File: src/rtl/bram_pkg.sv
// Shared types, helpers and parameter check for the bram_*_wrapper family.
`ifndef BRAM_PKG_SV
`define BRAM_PKG_SV

// Elaboration-time guard: the address must cover DEPTH and the lanes must tile the word.
`define BRAM_PARAM_CHECK(DEPTH_P, AW_P, DW_P, BMW_P) \
  if (((2 ** (AW_P)) < (DEPTH_P)) || (((DW_P) % (BMW_P)) != 0)) begin : g_param_err \
    $error("bram wrapper: illegal DEPTH/ADDR_WIDTH/DATA_WIDTH/BITMASK_WIDTH"); \
  end

package bram_pkg;

  typedef enum logic {
    ST_INIT,
    ST_READY
  } bram_init_state_t;

  function automatic int lane_width(input int dw, input int bmw);
    return dw / bmw;
  endfunction

endpackage

`endif

File: src/rtl/bram_1rw_init_wrapper_if.sv
// Client-side access bus of the single-port BRAM wrapper.
interface bram_1rw_init_wrapper_if #(
  parameter int AW  = 6,
  parameter int DW  = 32,
  parameter int BMW = 4
);
  logic           CE;
  logic [AW-1:0]  A;
  logic           RDWEN;
  logic [BMW-1:0] BW;
  logic [DW-1:0]  DIN;
  logic [DW-1:0]  DOUT;
  logic           DVALID;
  logic           BUSY;
  logic           ADDR_ERR;

  modport master (
    output CE, A, RDWEN, BW, DIN,
    input  DOUT, DVALID, BUSY, ADDR_ERR
  );

  modport slave (
    input  CE, A, RDWEN, BW, DIN,
    output DOUT, DVALID, BUSY, ADDR_ERR
  );
endinterface

File: src/rtl/bram_init_seq.sv
// Sequential zero-init engine: walks every address once after reset.
module bram_init_seq
  import bram_pkg::*;
#(
  parameter int DEPTH = 64,
  parameter int AW    = 6
) (
  input  logic          clk_i,
  input  logic          rst_i,
  output logic          init_we_o,
  output logic [AW-1:0] init_addr_o,
  output logic          busy_o
);

  // One extra bit so DEPTH == 2**AW reaches its last address without wrapping.
  localparam logic [AW:0] LAST = (AW+1)'(DEPTH - 1);

  bram_init_state_t state_q;
  logic [AW:0]      cnt_q;
  logic             busy_q;

  always_ff @(posedge clk_i or posedge rst_i) begin
    if (rst_i) begin
      state_q <= ST_INIT;
      cnt_q   <= '0;
      busy_q  <= 1'b1;
    end else begin
      unique case (state_q)
        ST_INIT: begin
          cnt_q <= cnt_q + 1'b1;
          if (cnt_q == LAST) begin
            state_q <= ST_READY;
            busy_q  <= 1'b0;
          end
        end
        ST_READY: ;
        default: ;
      endcase
    end
  end

  assign init_we_o   = busy_q;
  assign init_addr_o = cnt_q[AW-1:0];
  assign busy_o      = busy_q;

endmodule

File: src/rtl/bram_1rw_init_wrapper.sv
// Single-port BRAM wrapper: lane-masked writes, init engine, 1/2-stage read pipe.
module bram_1rw_init_wrapper
  import bram_pkg::*;
#(
  parameter int DEPTH         = 64,
  parameter int ADDR_WIDTH    = 6,
  parameter int DATA_WIDTH    = 32,
  parameter int BITMASK_WIDTH = 4,
  parameter bit OUT_REG       = 1'b0,
  parameter bit HOLD_DOUT     = 1'b0,
  parameter logic [DATA_WIDTH-1:0] INIT_VALUE = '0
) (
  input logic MEMCLK,
  input logic RESET,
  bram_1rw_init_wrapper_if.slave bus
);

  localparam int L = lane_width(DATA_WIDTH, BITMASK_WIDTH);
  localparam logic [ADDR_WIDTH:0] DEPTH_C = (ADDR_WIDTH+1)'(DEPTH);

  `BRAM_PARAM_CHECK(DEPTH, ADDR_WIDTH, DATA_WIDTH, BITMASK_WIDTH)

  logic                  init_we;
  logic                  busy;
  logic [ADDR_WIDTH-1:0] init_addr;

  bram_init_seq #(
    .DEPTH (DEPTH),
    .AW    (ADDR_WIDTH)
  ) u_init (
    .clk_i       (MEMCLK),
    .rst_i       (RESET),
    .init_we_o   (init_we),
    .init_addr_o (init_addr),
    .busy_o      (busy)
  );

  logic in_rng;
  logic acc;
  logic wr_en;
  logic rd_en;

  assign in_rng = ({1'b0, bus.A} < DEPTH_C);
  assign acc    = bus.CE & ~busy;
  assign wr_en  = acc & ~bus.RDWEN & in_rng;
  assign rd_en  = acc & bus.RDWEN;

  logic [DATA_WIDTH-1:0] mem [DEPTH];
  logic [DATA_WIDTH-1:0] rdata_q;

  // Array and read register stay reset-free so the macro infers cleanly.
  always_ff @(posedge MEMCLK) begin
    if (init_we) begin
      mem[init_addr] <= INIT_VALUE;
    end else if (wr_en) begin
      for (int i = 0; i < BITMASK_WIDTH; i++) begin
        if (bus.BW[i]) mem[bus.A][i*L +: L] <= bus.DIN[i*L +: L];
      end
    end
    if (rd_en && in_rng) rdata_q <= mem[bus.A];
  end

  logic                  v1_q;
  logic                  oob1_q;
  logic                  err_q;
  logic [DATA_WIDTH-1:0] d1;
  logic                  vld;
  logic [DATA_WIDTH-1:0] dat;
  logic [DATA_WIDTH-1:0] hold_q;

  assign d1 = oob1_q ? INIT_VALUE : rdata_q;

  always_ff @(posedge MEMCLK or posedge RESET) begin
    if (RESET) begin
      v1_q   <= 1'b0;
      oob1_q <= 1'b0;
      err_q  <= 1'b0;
    end else begin
      v1_q   <= rd_en;
      oob1_q <= rd_en & ~in_rng;
      if (acc && !in_rng) err_q <= 1'b1;
    end
  end

  if (OUT_REG) begin : g_oreg
    logic                  v2_q;
    logic [DATA_WIDTH-1:0] d2_q;
    always_ff @(posedge MEMCLK or posedge RESET) begin
      if (RESET) begin
        v2_q <= 1'b0;
        d2_q <= '0;
      end else begin
        v2_q <= v1_q;
        if (v1_q) d2_q <= d1;
      end
    end
    assign vld = v2_q;
    assign dat = d2_q;
  end else begin : g_noreg
    assign vld = v1_q;
    assign dat = d1;
  end

  always_ff @(posedge MEMCLK or posedge RESET) begin
    if (RESET) hold_q <= '0;
    else if (vld) hold_q <= dat;
  end

  assign bus.DOUT     = vld ? dat : (HOLD_DOUT ? hold_q : '0);
  assign bus.DVALID   = vld;
  assign bus.BUSY     = busy;
  assign bus.ADDR_ERR = err_q;

endmodule
File: src/flat_wrapper.sv
// flat-port wrapper written by rule: the top's interface ports become plain ports
module bram_1rw_init_wrapper_flat import bram_pkg::*;
#(
  parameter int DEPTH         = 64,
  parameter int ADDR_WIDTH    = 6,
  parameter int DATA_WIDTH    = 32,
  parameter int BITMASK_WIDTH = 4,
  parameter bit OUT_REG       = 1'b0,
  parameter bit HOLD_DOUT     = 1'b0,
  parameter logic [DATA_WIDTH-1:0] INIT_VALUE = '0
)
  (MEMCLK, RESET, bus_CE, bus_A, bus_RDWEN, bus_BW, bus_DIN, bus_DOUT, bus_DVALID, bus_BUSY, bus_ADDR_ERR);
  bram_1rw_init_wrapper_if bus_i ();
  input logic MEMCLK;
  input logic RESET;
  input wire logic [$bits(bus_i.CE)-1:0] bus_CE;
  input wire logic [$bits(bus_i.A)-1:0] bus_A;
  input wire logic [$bits(bus_i.RDWEN)-1:0] bus_RDWEN;
  input wire logic [$bits(bus_i.BW)-1:0] bus_BW;
  input wire logic [$bits(bus_i.DIN)-1:0] bus_DIN;
  output wire logic [$bits(bus_i.DOUT)-1:0] bus_DOUT;
  output wire logic [$bits(bus_i.DVALID)-1:0] bus_DVALID;
  output wire logic [$bits(bus_i.BUSY)-1:0] bus_BUSY;
  output wire logic [$bits(bus_i.ADDR_ERR)-1:0] bus_ADDR_ERR;
  assign bus_i.CE = bus_CE;
  assign bus_i.A = bus_A;
  assign bus_i.RDWEN = bus_RDWEN;
  assign bus_i.BW = bus_BW;
  assign bus_i.DIN = bus_DIN;
  assign bus_DOUT = bus_i.DOUT;
  assign bus_DVALID = bus_i.DVALID;
  assign bus_BUSY = bus_i.BUSY;
  assign bus_ADDR_ERR = bus_i.ADDR_ERR;
  bram_1rw_init_wrapper #(.DEPTH(DEPTH), .ADDR_WIDTH(ADDR_WIDTH), .DATA_WIDTH(DATA_WIDTH), .BITMASK_WIDTH(BITMASK_WIDTH), .OUT_REG(OUT_REG), .HOLD_DOUT(HOLD_DOUT), .INIT_VALUE(INIT_VALUE)) u_core (.MEMCLK(MEMCLK), .RESET(RESET), .bus(bus_i));
endmodule
File: config.mk
export PLATFORM = sky130hd
export DESIGN_NAME = bram_1rw_init_wrapper_flat
export DESIGN_NICKNAME = d
export VERILOG_FILES = /design/src/rtl/bram_pkg.sv /design/src/rtl/bram_1rw_init_wrapper_if.sv /design/src/rtl/bram_init_seq.sv /design/src/rtl/bram_1rw_init_wrapper.sv /design/src/flat_wrapper.sv
export SDC_FILE = /design/constraint.sdc
export NUM_CORES = 2
export LEC_CHECK = 0
export BUFFER_PORTS_ARGS = -buffer_cell sky130_fd_sc_hd__buf_2
export CORE_MARGIN = 4
export CORE_UTILIZATION = 40
export DETAILED_ROUTE_END_ITERATION = 7
export GPL_TIMING_DRIVEN = 0
export PLACE_DENSITY_LB_ADDON = 0.12
export SETUP_SLACK_MARGIN = 0.5
export SYNTH_ARGS = -nofsm -noshare
export SYNTH_HDL_FRONTEND = slang
export SYNTH_SLANG_ARGS = --single-unit
export TNS_END_PERCENT = 1
File: constraint.sdc
create_clock -name MEMCLK -period 3 [get_ports MEMCLK]
set_input_delay 0.45 -clock MEMCLK [delete_from_list [all_inputs] [get_ports MEMCLK]]
set_output_delay 0.45 -clock MEMCLK [all_outputs]
set_load 0.05 [all_outputs]
**Yosys cells after proc, flatten, opt, wreduce, memory -nomap -nowiden**

Memories as Yosys holds them, arrays and structs flattened. A register that Yosys moved wholly into a read port is not among the register bits.
Cells that the tools add are included.

- $add $sub $neg: 1
- Equal/unequal tests: 1
- Mux-type cells: 24
- Bitwise operators: 6
- Reduce and logical (&&, ||, !) cells: 2

Operators with widths:

| cell | number |
|---|---|
| two-way mux 32 bit | 2 |
| OR reduction 32 bit | 1 |
| two-way mux 1 bit | 20 |
| adder 7 x 1 -> 7 bit, second input constant | 1 |
| == test 7 x 6 -> 1 bit, second input constant | 1 |
| two-way mux 6 bit | 1 |
| two-way mux 4 bit | 1 |
| bitwise AND 1 bit | 3 |
| NOT 1 bit | 3 |
| AND reduction 2 bit | 1 |

- Flip-flop bits (word level): 10
- Bits in writable memories: 2,048
- Input bits: 46
- Output and inout bits: 35
- Logic and storage cells: 39
- Memories kept: 1

Memory list:

| memory | depth | bits a word | read ports | clocked after memory_dff | wr ports | RTL line | source |
|---|---|---|---|---|---|---|---|
| u_core.mem | 64 | 32 | 1 | 1 | 1 | bram_1rw_init_wrapper.sv:48 | `logic [DATA_WIDTH-1:0] mem [DEPTH];` |

**Depth between registers and ports, before layout**

- Word-level depth: 8
- Mapped depth: 9
- Mapped depth without buffers: 5

**Cells and area by module**

From an unflattened synthesis, not the netlist that was laid out.

- Cells, all modules: 3,789
- Area total of the unflattened synthesis: 81,040.2 um^2

By module, submodules not included:

| module | times used | cells each | area an instance (um^2) | seq. area each (um^2) |
|---|---|---|---|---|
| bram_1rw_init_wrapper | 1 | 3,755 | 80,621.1 | 62,484.9 |
| bram_init_seq | 1 | 34 | 419.2 | 226.5 |

**Least setup slack after synthesis**

OpenSTA, ideal clock, no wires.

- Path type: input-to-reg
- Start: in bus_CE
- End: mem u_core.mem[0][10] (data pin)
- Setup time: 0.367 ns
- Arrival time: 2.362 ns
- Data required time: 2.633 ns
- Setup slack: 0.271 ns
- Stages: 6
- Buffers on the path: 3
- Cells stage by stage: nor2b_4 nor3b_4 buf_6 buf_2 clkbuf_1 and2_1

- Word-level cells in the longest chain between the ends: 7
- Elaborated cells on any way between the ends: 16
- Classes of those cells: mux (13); bitwise (2); reduce/logical (1)

RTL lines:

| what | RTL line | source |
|---|---|---|
| start, declared | flat_wrapper.sv:16 | `input wire logic [$bits(bus_i.CE)-1:0] bus_CE;` |
| bitwise AND 1 bit * | bram_1rw_init_wrapper.sv:44 | `assign acc = bus.CE & ~busy;` |
| bitwise AND 1 bit * | bram_1rw_init_wrapper.sv:45 | `assign wr_en = acc & ~bus.RDWEN & in_rng;` |
| two-way mux 1 bit | bram_1rw_init_wrapper.sv:55 | `end else if (wr_en) begin` |
| two-way mux 1 bit | bram_1rw_init_wrapper.sv:53 | `if (init_we) begin` |
| two-way mux 1 bit (implied by the code) | bram_1rw_init_wrapper.sv:57 | `if (bus.BW[i]) mem[bus.A][i*L +: L] <= bus.DIN[i*L +: L];` |
| OR reduction 32 bit (no line) * | n/a |  |
| two-way mux 32 bit (no line) * | n/a |  |
| end, declared | bram_1rw_init_wrapper.sv:48 |  |

Mark *: on every way between the ends. The rest lies on a longest branch, timed or not.

==> run metrics <==
status=complete, no violations; hold path start=bus_RDWEN; Max Cap Violations=0; Crit. End Element=flop; worst hold endpoint=u_core.rdata_q[22]$_DFFE_PP_; setup slack, reg-to-reg=0.21 ns; Port Buffers=77; Post-Place Cell Area=roughly 87000 sq um; Critical path buffers and inverters=4; DRT iter0 DRCs=about 7k; Slew Viols, Final=0; switching power=14600 uW; crit start category=input port; clk root buf=clkbuf_16; critical path's largest stage delay=0.61 ns; clk slew on worst S/H paths=0.06 ns; VDD IR max=514 uV; Setup TNS=0 ns; Rows=166; Int Pwr=between 40000 and 50000 uW; Post-synth EDFFs=2080; prevailing post-synth register cell=edfxtp_1; reg2reg path depth=5; total gr overflow=0; TritonRoute pass-1 iters=6; Max stage delay cell, worst path=a221oi_2; io pins=81; Total Routing Usage GR=0.284; Max Freq=354 MHz; dpl ws=-2.10 ns; Clock Power Share=0.421; Worst Path Max Fanout=11; slack of the critical path=about 0.17 ns; Routed wire per std cell=39.8 um; fin crit period=2.83 ns; Placer Congestion=0.953; final setup vio count=0; Layout area overhead=23.7%; Crit Reg-Reg Startpoint=u_core.u_init.busy_o$_DFFE_PP1P_; worst slew pin tran=1.35 ns; routed vias=47.0k; Final period util=0.943; logic gate share of total power=0.067; antenna violations before repair=34; H-tree depth=4; most frequent cells in the layout=2080 x edfxtp_1, 375 x mux4_2, 250 x mux2i_1; Die Ht=about 460 um; Skew-Pair Late Insertion Delay=0.89 ns; die width=462 um; Residual DRC=0; Yosys Warn Count=0; Avg Inst Size Synth=20.0 sq um; PD cells=615 nW/um^2; CTS tree=built; Clock Skew=0.0440 ns; vias per cell=6.16; core area=between 200000 and 250000 sq um; vias in the first global route=about 45k; first-pass GRT wire length=402000 um; Netlist cell types=62; sw frac=0.233; Clock Tree Buf Depth=3; Crit path top cell by count=buf_2; worst-path cell chain=buf_2, buf_4, or2_2, buf_2, clkbuf_2, o22ai_1, a221oi_2, o221ai_1, a21oi_2; RSZ-0062 raised after global routing=true; Reg power frac=0.512; Yosys reg bits=between 2k and 2.5k; Worst EP arrival=between 3 and 4 ns; HPWL Detailed=193000 um; number of fill cells=between 15k and 20k; P_leak=0.0343 uW; layout cells sized above 1=0.367; cell count after synthesis=4108; TritonCTS buffer count=218; CP Data Required Time=around 3.6 ns; Crit Path Category=in -> reg; Hold WC Path Type=in -> reg; Hold Fails Final Rpt=0; Sink Count=approximately 2.1k; largest net degree at the start of global routing=50; worst hold stages=3; Worst R2R End=u_core.mem[36][11]$_DFFE_PP_; asr flop ratio synth=0.00478; sequential area share after synthesis=0.762; family with the most delay on the worst path=compound AO/OA/AOI/OAI gates; final WL=304000 um; Nets=~4.8k; die area=213000 sq um; syn_nets=4155; post-route cell area=102000 sq um; most common cell after layout, fill and taps aside=edfxtp_1; Worst slew margin=0.102; Synth Cell Area=82300 sq um; Final ANT Viol Nets=0; Starting Density=0.402
==> worst max-delay path by stage <==
stage / from / endpoint / slack [ns] / depth (start not counted)
6_report: bus_A[1] / u_core.rdata_q[13]$_DFFE_PP_ / 0.17 / 9
5_1_grt: u_core.u_init.busy_o$_DFFE_PP1P_ / u_core.mem[62][4]$_DFFE_PP_ / 0.25 / 9
4_1_cts: u_core.bus.DVALID$_DFF_PP0_ / bus_DOUT[23] / 0.20 / 3
3_5_place_dp: bus_A[2] / u_core.mem[37][8]$_DFFE_PP_ / -2.10 / 7
3_3_place_gp: bus_A[2] / u_core.mem[29][28]$_DFFE_PP_ / -2.24 / 7
2_1_floorplan: bus_CE / u_core.mem[0][9]$_DFFE_PP_ / 0.27 / 6
==> tightest hold or removal path: cells and delay by family <==
kind,cells,cell delay [ns]
buffers and inverters,1,0.12
AND/OR/NAND/NOR,2,0.20
==> power groups by stage <==
stage	clock (uW)	combinational, uW	sequential, uW
after floorplan	0	1850	32700
after global placement	0	3570	32700
after detailed placement	0	3610	32700
after CTS	26600	3990	32100
after global routing	27900	4230	32100
final	26400	4180	32100
==> layout make-up <==
type | count | area (sq um) | share of cell area
Clock inverter | 125 | 1080 | 0.0106
Multi-Input combinational cell | 1766 | 21300 | 0.210
Sequential cell | 2090 | 62700 | 0.616
Inverter | 8 | 30.0 | 0.000295
Buffer | 289 | 2450 | 0.0241
Timing Repair Buffer | 375 | 5030 | 0.0494
Antenna cell | 18 | 45.0 | 0.000442
Clock buffer | 276 | 5740 | 0.0563
Tap cell | 2688 | 3360 | 0.0330
==> registers in the layout, indices dropped and copies added, names as in the netlist <==
signal and count:
u_core.u_init.cnt_q 7, u_core.rdata_q 32, u_core.u_init.state_q 1, u_core.mem 2048
u_core.u_init.busy_o 1, u_core.bus.DVALID 1
==> through the flow <==
| step | power (uW) | utilization | hold WS [ns] | std cells |
|---|---|---|---|---|
| finish | 62600 | 0.498 | 0.0720 | 7635 |
| floorplan | 34500 | - | 0.289 | 4108 |
| global route | 64200 | 0.497 | 0.0672 | 7624 |
| global placement | 36300 | 0.421 | 0.467 | 6873 |
| CTS | 62700 | 0.489 | 0.0271 | 7556 |
| detailed placement | 36300 | 0.424 | 0.465 | 6894 |
==> layer usage <==
layer / vias to the layer above / track usage / wire length (um)
met5: - / 0 / 27
met4: 4 / 0.110 / 13600
met3: 513 / 0.0719 / 30900
met2: 2777 / 0.418 / 134000
met1: 25400 / 0.407 / 125000
li1: 18300 / - / -
==> repair_timing <==
action	4_1_cts	5_1_grt
gates resized for setup	729	217
hold endpoints to repair	10	0
cloned	49	1
setup buffers	211	60
pin swaps	196	41
hold buffers	2	0
endpoints found under the setup margin	4161	3850
==> synthesized netlist by cell type, drive strengths merged, types with 2 or more instances <==
| cell type | n | area share |
|---|---|---|
| buf | 174 | 0.016 |
| o22ai | 30 | 0.0023 |
| nor3b | 3 | 0.00041 |
| o21ai | 76 | 0.0046 |
| xor2 | 2 | 0.00021 |
| nand2b | 9 | 0.00068 |
| nor4bb | 3 | 0.00036 |
| dfrtp | 9 | 0.0027 |
| a221o | 6 | 0.00073 |
| a31oi | 13 | 0.0012 |
| a221oi | 92 | 0.0099 |
| nand3 | 16 | 0.00097 |
| nor2b | 12 | 0.0010 |
| nor2 | 182 | 0.0083 |
| a211oi | 7 | 0.00064 |
| and2 | 67 | 0.0051 |
| and3 | 20 | 0.0015 |
| xnor2 | 4 | 0.00043 |
| clkbuf | 116 | 0.0054 |
| o31a | 4 | 0.00043 |
| or2 | 16 | 0.0012 |
| inv | 8 | 0.00036 |
| nor4b | 3 | 0.00032 |
| a21oi | 72 | 0.0044 |
| a311o | 3 | 0.00036 |
| edfxtp | 2080 | 0.76 |
| nor3 | 103 | 0.0063 |
| a22oi | 60 | 0.0055 |
| nor4 | 6 | 0.00053 |
| nand2 | 148 | 0.0068 |
| mux2 | 80 | 0.011 |
| mux4 | 383 | 0.11 |
| o221ai | 22 | 0.0023 |
| mux2i | 267 | 0.032 |
==> cells by family (layout without fill, tap and decap cells) <==
kind of cell,count (synthesis),after routing,share of synthesized area
multiplexers,730,730,0.149
flip-flops,2090,2090,0.762
adder cells (fa/ha/maj),1,1,0.000152
buffers and inverters,298,1073,0.0215
other,1,19,0.0000456
AO/OA/AOI/OAI,394,394,0.0334
AND/OR/NAND/NOR,588,634,0.0334
XOR/XNOR,6,6,0.000639
Power figures use the tool's default switching activity.
